`src/rtl/pkt_read.sv`:
```
// Packet-buffer read arbiter: four read channels served in fixed TDM slots, one RAM read
// per slot, returned data steered back to its requester. Optional per-channel return
// counters are enabled with the PKT_READ_STAT_EN macro.
module pkt_read #(
    parameter int RD_LAT = 2  // packet RAM read latency in clocks, legal 1..4
) (
    input  logic         clk_sys,
    input  logic         reset_n,

    input  logic         i_pkt_rd_req_p0,
    input  logic         i_pkt_rd_req_p1,
    input  logic         i_pkt_rd_req_p2,
    input  logic         i_pkt_rd_req_p3,
    input  logic [15:0]  iv_pkt_rd_bufadd_p0,
    input  logic [15:0]  iv_pkt_rd_bufadd_p1,
    input  logic [15:0]  iv_pkt_rd_bufadd_p2,
    input  logic [15:0]  iv_pkt_rd_bufadd_p3,

    output logic         o_pkt_rd_ack_p0,
    output logic         o_pkt_rd_ack_p1,
    output logic         o_pkt_rd_ack_p2,
    output logic         o_pkt_rd_ack_p3,
    output logic [133:0] ov_pkt_p0,
    output logic [133:0] ov_pkt_p1,
    output logic [133:0] ov_pkt_p2,
    output logic [133:0] ov_pkt_p3,
    output logic         o_pkt_wr_p0,
    output logic         o_pkt_wr_p1,
    output logic         o_pkt_wr_p2,
    output logic         o_pkt_wr_p3,

    output logic         o_ram_rd,
    output logic [15:0]  ov_ram_rdadd,
    input  logic [133:0] iv_ram_rdata,

    output logic [1:0]   ov_pkt_read_state
`ifdef PKT_READ_STAT_EN
    ,
    output logic [31:0]  ov_rd_cnt_p0,
    output logic [31:0]  ov_rd_cnt_p1,
    output logic [31:0]  ov_rd_cnt_p2,
    output logic [31:0]  ov_rd_cnt_p3
`endif
);

    typedef enum logic [1:0] {
        RD_CH0_S = 2'd0,
        RD_CH1_S = 2'd1,
        RD_CH2_S = 2'd2,
        RD_CH3_S = 2'd3
    } slot_e;

    typedef struct packed {
        logic       vld;
        logic [1:0] ch;
    } tag_t;

    slot_e             state_q, state_d;
    logic [1:0]        slot_w;
    logic              slot_ok_w;

    logic [3:0]        req_w;
    logic [15:0]       addr_w [4];

    logic              ram_rd_q, ram_rd_d;
    logic [15:0]       ram_rdadd_q, ram_rdadd_d;
    logic [1:0]        rd_ch_q, rd_ch_d;
    logic [3:0]        ack_q, ack_d;

    tag_t              tag_q [RD_LAT];
    tag_t              tag_exit_w;

    logic [3:0]        wr_q, wr_d;
    logic [3:0][133:0] pkt_q;

    assign req_w     = {i_pkt_rd_req_p3, i_pkt_rd_req_p2, i_pkt_rd_req_p1, i_pkt_rd_req_p0};
    assign addr_w[0] = iv_pkt_rd_bufadd_p0;
    assign addr_w[1] = iv_pkt_rd_bufadd_p1;
    assign addr_w[2] = iv_pkt_rd_bufadd_p2;
    assign addr_w[3] = iv_pkt_rd_bufadd_p3;
    assign slot_w    = state_q;

    // Slot sequencing and grant decision for the channel owning the current slot.
    always_comb begin
        // NOTE: every combinational output gets a default first so no path can infer a latch.
        state_d     = RD_CH0_S;
        slot_ok_w   = 1'b0;
        ram_rd_d    = 1'b0;
        ram_rdadd_d = '0;
        rd_ch_d     = 2'd0;
        ack_d       = '0;
        case (state_q)
            RD_CH0_S: begin state_d = RD_CH1_S; slot_ok_w = 1'b1; end
            RD_CH1_S: begin state_d = RD_CH2_S; slot_ok_w = 1'b1; end
            RD_CH2_S: begin state_d = RD_CH3_S; slot_ok_w = 1'b1; end
            RD_CH3_S: begin state_d = RD_CH0_S; slot_ok_w = 1'b1; end
            default:  begin state_d = RD_CH0_S; slot_ok_w = 1'b0; end
        endcase
        if (slot_ok_w && req_w[slot_w]) begin
            ram_rd_d        = 1'b1;
            ram_rdadd_d     = addr_w[slot_w];
            rd_ch_d         = slot_w;
            ack_d[slot_w]   = 1'b1;
        end
    end

    // NOTE: state registers use non-blocking assignments so every flop samples pre-edge values.
    always_ff @(posedge clk_sys or negedge reset_n) begin
        if (!reset_n) begin
            state_q     <= RD_CH0_S;
            ram_rd_q    <= 1'b0;
            ram_rdadd_q <= '0;
            rd_ch_q     <= 2'd0;
            ack_q       <= '0;
        end else begin
            state_q     <= state_d;
            ram_rd_q    <= ram_rd_d;
            ram_rdadd_q <= ram_rdadd_d;
            rd_ch_q     <= rd_ch_d;
            ack_q       <= ack_d;
        end
    end

    // Tag pipeline tracks each issued read until its RAM data is valid.
    always_ff @(posedge clk_sys or negedge reset_n) begin
        if (!reset_n) begin
            // NOTE: this small array is reset on purpose: in-flight reads must be dropped on reset.
            for (int i = 0; i < RD_LAT; i++) begin
                tag_q[i] <= '0;
            end
        end else begin
            tag_q[0] <= '{vld: ram_rd_q, ch: rd_ch_q};
            for (int i = 1; i < RD_LAT; i++) begin
                tag_q[i] <= tag_q[i-1];
            end
        end
    end

    assign tag_exit_w = tag_q[RD_LAT-1];

    always_comb begin
        wr_d = '0;
        if (tag_exit_w.vld) begin
            wr_d[tag_exit_w.ch] = 1'b1;
        end
    end

    // Return registers hold zero whenever their channel is not being written.
    always_ff @(posedge clk_sys or negedge reset_n) begin
        if (!reset_n) begin
            wr_q  <= '0;
            pkt_q <= '0;
        end else begin
            wr_q <= wr_d;
            for (int j = 0; j < 4; j++) begin
                pkt_q[j] <= wr_d[j] ? iv_ram_rdata : '0;
            end
        end
    end

    assign o_ram_rd          = ram_rd_q;
    assign ov_ram_rdadd      = ram_rdadd_q;
    assign ov_pkt_read_state = state_q;

    assign o_pkt_rd_ack_p0 = ack_q[0];
    assign o_pkt_rd_ack_p1 = ack_q[1];
    assign o_pkt_rd_ack_p2 = ack_q[2];
    assign o_pkt_rd_ack_p3 = ack_q[3];

    assign o_pkt_wr_p0 = wr_q[0];
    assign o_pkt_wr_p1 = wr_q[1];
    assign o_pkt_wr_p2 = wr_q[2];
    assign o_pkt_wr_p3 = wr_q[3];

    assign ov_pkt_p0 = pkt_q[0];
    assign ov_pkt_p1 = pkt_q[1];
    assign ov_pkt_p2 = pkt_q[2];
    assign ov_pkt_p3 = pkt_q[3];

`ifdef PKT_READ_STAT_EN
    logic [3:0][31:0] rd_cnt_q;

    // Completed-return counters; they wrap naturally at 2^32.
    always_ff @(posedge clk_sys or negedge reset_n) begin
        if (!reset_n) begin
            rd_cnt_q <= '0;
        end else begin
            for (int j = 0; j < 4; j++) begin
                rd_cnt_q[j] <= rd_cnt_q[j] + 32'(wr_q[j]);
            end
        end
    end

    assign ov_rd_cnt_p0 = rd_cnt_q[0];
    assign ov_rd_cnt_p1 = rd_cnt_q[1];
    assign ov_rd_cnt_p2 = rd_cnt_q[2];
    assign ov_rd_cnt_p3 = rd_cnt_q[3];
`endif

endmodule

```
`config.mk`:
```
export PLATFORM = sky130hd
export DESIGN_NAME = pkt_read
export DESIGN_NICKNAME = d
export VERILOG_FILES = /design/src/rtl/pkt_read.sv
export SDC_FILE = /design/constraint.sdc
export NUM_CORES = 1
export LEC_CHECK = 0
export CAP_MARGIN = 20
export CORE_AREA = 3 3 297 299
export DETAILED_ROUTE_END_ITERATION = 6
export DIE_AREA = 0 0 300 302
export PLACE_DENSITY = 0.56
export RECOVER_POWER = 25
export SLEW_MARGIN = 30
export SYNTH_ARGS = -nofsm -noshare
export SYNTH_HDL_FRONTEND = slang
export SYNTH_SLANG_ARGS = --single-unit
```
`constraint.sdc`:
```
create_clock -name clk_sys -period 1.63 [get_ports clk_sys]
set_clock_uncertainty 0.05 [all_clocks]
set_input_delay 0.489 -clock clk_sys [delete_from_list [all_inputs] [get_ports clk_sys]]
set_output_delay 0.489 -clock clk_sys [all_outputs]
set_load 0.02 [all_outputs]
```
# Word-level counts from Yosys, hierarchy flattened
# Index checks and enable logic that the tools add are counted.
# W data, S select, Z words.
[word_totals] register_bits=571 elab_cells=48 in_bits=204 output_inout_bits=563
[classes] bitwise_logic=1 eq_ne=3 order_cmp=5 n_reduce_logical=5 n_mux=20
[ops] cell="$mux W134" n=4
[ops] cell="$mux W16" n=3
[ops] cell="$bmux W16 S2" n=1
[ops] cell="$mux W4" n=2
[ops] cell="$pmux W2 S4" n=1
[ops] cell="$lt A2 B3 Y1 const B" n=2
[ops] cell="$mux W1" n=5
[ops] cell="$demux W1 S2" n=2
[ops] cell="$eq A2 B2 Y1 const B" n=2
[ops] cell="$ge A2 B1 Y1 const B" n=2
[ops] cell="$reduce_or A4 Y1" n=1
[ops] cell="$ge A3 B3 Y1 const B" n=1
[ops] cell="$logic_and A1 B1 Y1" n=3
[ops] cell="$not A2 Y3" n=1
[ops] cell="$bmux W1 S2" n=1
[ops] cell="$eq A2 B1 Y1 const B" n=1
[ops] cell="$logic_not A2 Y1" n=1
[ops] cell="$mux W2" n=1

# Logic depth before layout (Yosys ltp)
[logic_depth] word_depth=6 ltp_mapped=5 mapped_depth_nobuf=3

# Worst setup path before layout
# No wires, ideal clock.
[synth_path] kind="reg2reg" from="reg state_q[0] (netlist: ov_pkt_read_state[0])" to="reg ram_rdadd_q[10] (netlist: ov_ram_rdadd[10])" path_buffers=2 arrival_ps=1489 setup_slack_ps=-28 setup_time_ps=119 t_required_ps=1461 path_stages_with_launch=5 cell_sequence="dfrtp_1 > buf_6 > buf_12 > mux4_2 > and2_1"
[synth_between] elab_chain_len=5
[synth_rtl] item="from (decl)" line="58" text="slot_e state_q, state_d;"
[synth_rtl] item="from (signal assigned)" line="116" text="state_q <= state_d;"
[synth_rtl] item="$not A2 Y3 (implied by the code)" line="101" text="ram_rdadd_d = addr_w[slot_w];"
[synth_rtl] item="$bmux W16 S2" line="101"
[synth_rtl] item="$mux W16 (implied by the code) (2 in a row)" line="101"
[synth_rtl] item="$mux W16 *" line="99" text="if (slot_ok_w && req_w[slot_w]) begin"
[synth_rtl] item="named net ram_rdadd_d[10]" line="66" text="logic [15:0] ram_rdadd_q, ram_rdadd_d;"
[synth_rtl] item="to (signal assigned)" line="118" text="ram_rdadd_q <= ram_rdadd_d;"
[synth_rtl] item="to (decl)" line="66"
# Mark *: on every way through the listed nets, which the timed path passes. The rest lies on a longest branch. The select of a mux whose other input is x is not followed.

# Final worst setup path
[layout_path] from="reg state_q[0] (netlist: ov_pkt_read_state[0])" to="out ov_pkt_read_state[0]"
[layout_lines] item="to (decl)" line="36" text="output logic [1:0] ov_pkt_read_state"
# No word-level cell between the ends.

==> impl_metrics.toml <==
[clocking]
cts_max_path_buffers = 3
insertion_delay_ps = 610
clock-sinks = 571
numCtsBuffers = 59
cts_tree = "yes"
worst_setup_hold_path_clk_slew_ps = 60
root_buffer = "clkbuf_16"
h-tree-depth = 2

[detailed_routing]
detail_route.vias_per_cell = 3.78
drtAntennaViolNets = 0
drtPass1Iterations = 4
wl_mm = 62.7
drtIter0Drc = 395
wl_per_cell_um = 19.2
drcViolationCount = 0
vias = 12300

[floorplan]
start_util = 0.218
io_pins = 767
die-area_um2 = 90600
fp-row-count = 107
core_area_um2 = 85400
die_w_um = 300
die_y_um = 302

[power_and_ir_drop]
p_comb_frac = 0.079
p_int_w = 0.0245
p_sw_frac = 0.225
peakVddDrop_uv = 849
total_power_w = 0.0316
switching_power_w = 0.00709
pwr-share-seq = 0.463
p_leak_nw = 15.4
clkPwrFrac = 0.457
power.density_nw_per_um2 = 1010

[grt]
grt_overflow = 0
grt_pass1_vias = 13400
grt_usage = 0.134
grt_pass1_wl_mm = 90.8
antenna_found_initial = 7
grt_max_degree = 70

[timing]
setup_viol = 563
slew_headroom = 0.342
worst_pin_slew_ps = 987
timing.final.ws_setup_ps = -205
final.period_utilization = 1.13
rsz0062_at_grt = "yes"
fmax_mhz = 545
fin_crit_ps = 1830
hold_viol = 0
maxSlewViolCount = 0
hold-worst-slack_ps = 294

[logic_synthesis]
ys_types = 18
syn_area_um2 = 18600
syn_nets = 1431
synthCells = 1223
yosysWarnings = 0
yosys_register_bits = 571
syn_area_per_cell_um2 = 15.2
ys_seq_area_frac = 0.768

[worst_setup_path]
crit_chain = "buf_8 -> buf_6"
crit_slowest_cell = "dfrtp_2"
cp-start-kind = "flip-flop"
required_ps = 1090
crit_fanout = 2
crit_arrival_ps = 1300
endpoint_kind = "output pin"
slowest_delay_ps = 430
crit_type = "flip-flop to output pin"

[status]
status = "finished, violations left"
violations = "negative setup slack"

[layout]
finalNetCount = 2272
drive_above_1_share = 0.360
final_cells = 3260
area_delta_synth_final_pct = 67.2

[job]
maxCapViolCount = 0

[place]
finalWeightedCongestion = 0.828
port_buffers = 766
dp_cells = 3142
place_ws_ps = -455
hpwl_mm = 46.3

[worst_hold_path]
holdCritPathClass = "flip-flop to flip-flop"
[cells in the mapped netlist]
library cell,count,share of area
and3b_1,2,0.00094
and2_2,1,0.00040
clkbuf_2,24,0.0065
nor2_1,1,0.00020
buf_2,5,0.0013
and2_1,556,0.19
or2_2,1,0.00034
ha_1,4,0.0027
buf_12,1,0.0011
clkbuf_1,34,0.0069
mux4_2,8,0.0097
buf_6,1,0.00060
and3_1,1,0.00034
inv_1,2,0.00040
mux4_1,9,0.013
nor3b_4,1,0.0010
dfrtp_1,571,0.77
mux2i_1,1,0.00054
[registers in the layout (all words and copies together) (netlist names)]
name,count
ov_pkt_p1,134
rd_ch_q,2
ov_pkt_read_state,2
ov_pkt_p3,134
tag_exit_w,3
o_ram_rd,1
wr_q,4
tag_q,3
ov_pkt_p2,134
ov_ram_rdadd,16
ack_q,4
ov_pkt_p0,134
[worst paths after layout]
check | start | to | slack, ps | depth (start not counted)
max in group asynchronous | reset_n | ov_pkt_p0[79] | 40 | 3
min reg2reg | rd_ch_q[0] | tag_q[3] | 290 | 0
min in group asynchronous | reset_n | ov_pkt_p1[72] | 530 | 2
max reg2reg | ov_pkt_read_state[0] | ov_ram_rdadd[5] | 40 | 4
min | rd_ch_q[0] | tag_q[3] | 290 | 0
max | ov_pkt_read_state[0] | ov_pkt_read_state[0] | -200 | 2
[layout by cell type (no fill, tap or decap), drive strengths merged, types with 2 or more instances in the layout]
master	instances
and2	557
and3b	2
buf	625
bufinv	9
clkbuf	98
clkdlybuf4s50	202
clkinv	14
dfrtp	571
diode	4
ha	4
inv	6
mux4	17
[worst max-delay path, delay by kind of cell (launching register included)]
kind,cells,cell delay (ps)
DFF,1,430
buffers and inverters,2,250
[kinds of logic (layout without fill, tap and decap cells)]
logic type               Yosys count  in the layout  synth area share
buffers and inverters             67            956            0.0167
flip-flops                       571            571             0.768
multiplexers                      18             18            0.0229
adder cells (fa/ha/maj)            4              4           0.00269
other                              0              4                 0
AND/OR/NAND/NOR                  563            563             0.190
[stage by stage]
stage	TNS [ps]	util	area (µm²)
final	-14930	0.364	31100
after global routing	-53670	0.364	31100
after global placement	-8900	0.331	28300
after detailed placement	-8960	0.331	28300
after CTS	-49190	0.365	31200
after floorplan	0	-	18600
[layer usage]
metal  up-vias  wire length [µm]  GRT usage
met3       104              5750     0.0481
met4         4              1830     0.0421
li1       5453                 -          -
met2       532             33100      0.246
met1      6218             21900      0.142
met5         -                34          0
[area by class of cell]
class	instances	area (µm²)
flip-flops and latches	571	14300
diodes	4	10.0
clock inverters	28	417
repair buffers	845	9240
clock buffers	81	1700
well taps	1144	1430
inverters	2	7.51
fillers	8225	54300
multi-input cells	585	4030
[power by group through the flow]
stage / Sequential, W / Clock [W] / Combinational, W
floorplan: 0.0152 / 0 / 0.000296
global placement: 0.0148 / 0 / 0.00250
detailed placement: 0.0148 / 0 / 0.00253
CTS: 0.0146 / 0.0149 / 0.00260
global route: 0.0146 / 0.0155 / 0.00270
finish: 0.0146 / 0.0144 / 0.00251
[repair_timing]
action	4_1_cts	5_1_grt
pin swaps	0	0
setup endpoints to repair	563	574
endpoints found under the hold margin	15	0
setup buffers	4	0
resized for setup	3408	8
hold buffers	1	0
Note: power is estimated with default switching activity, not from simulation.
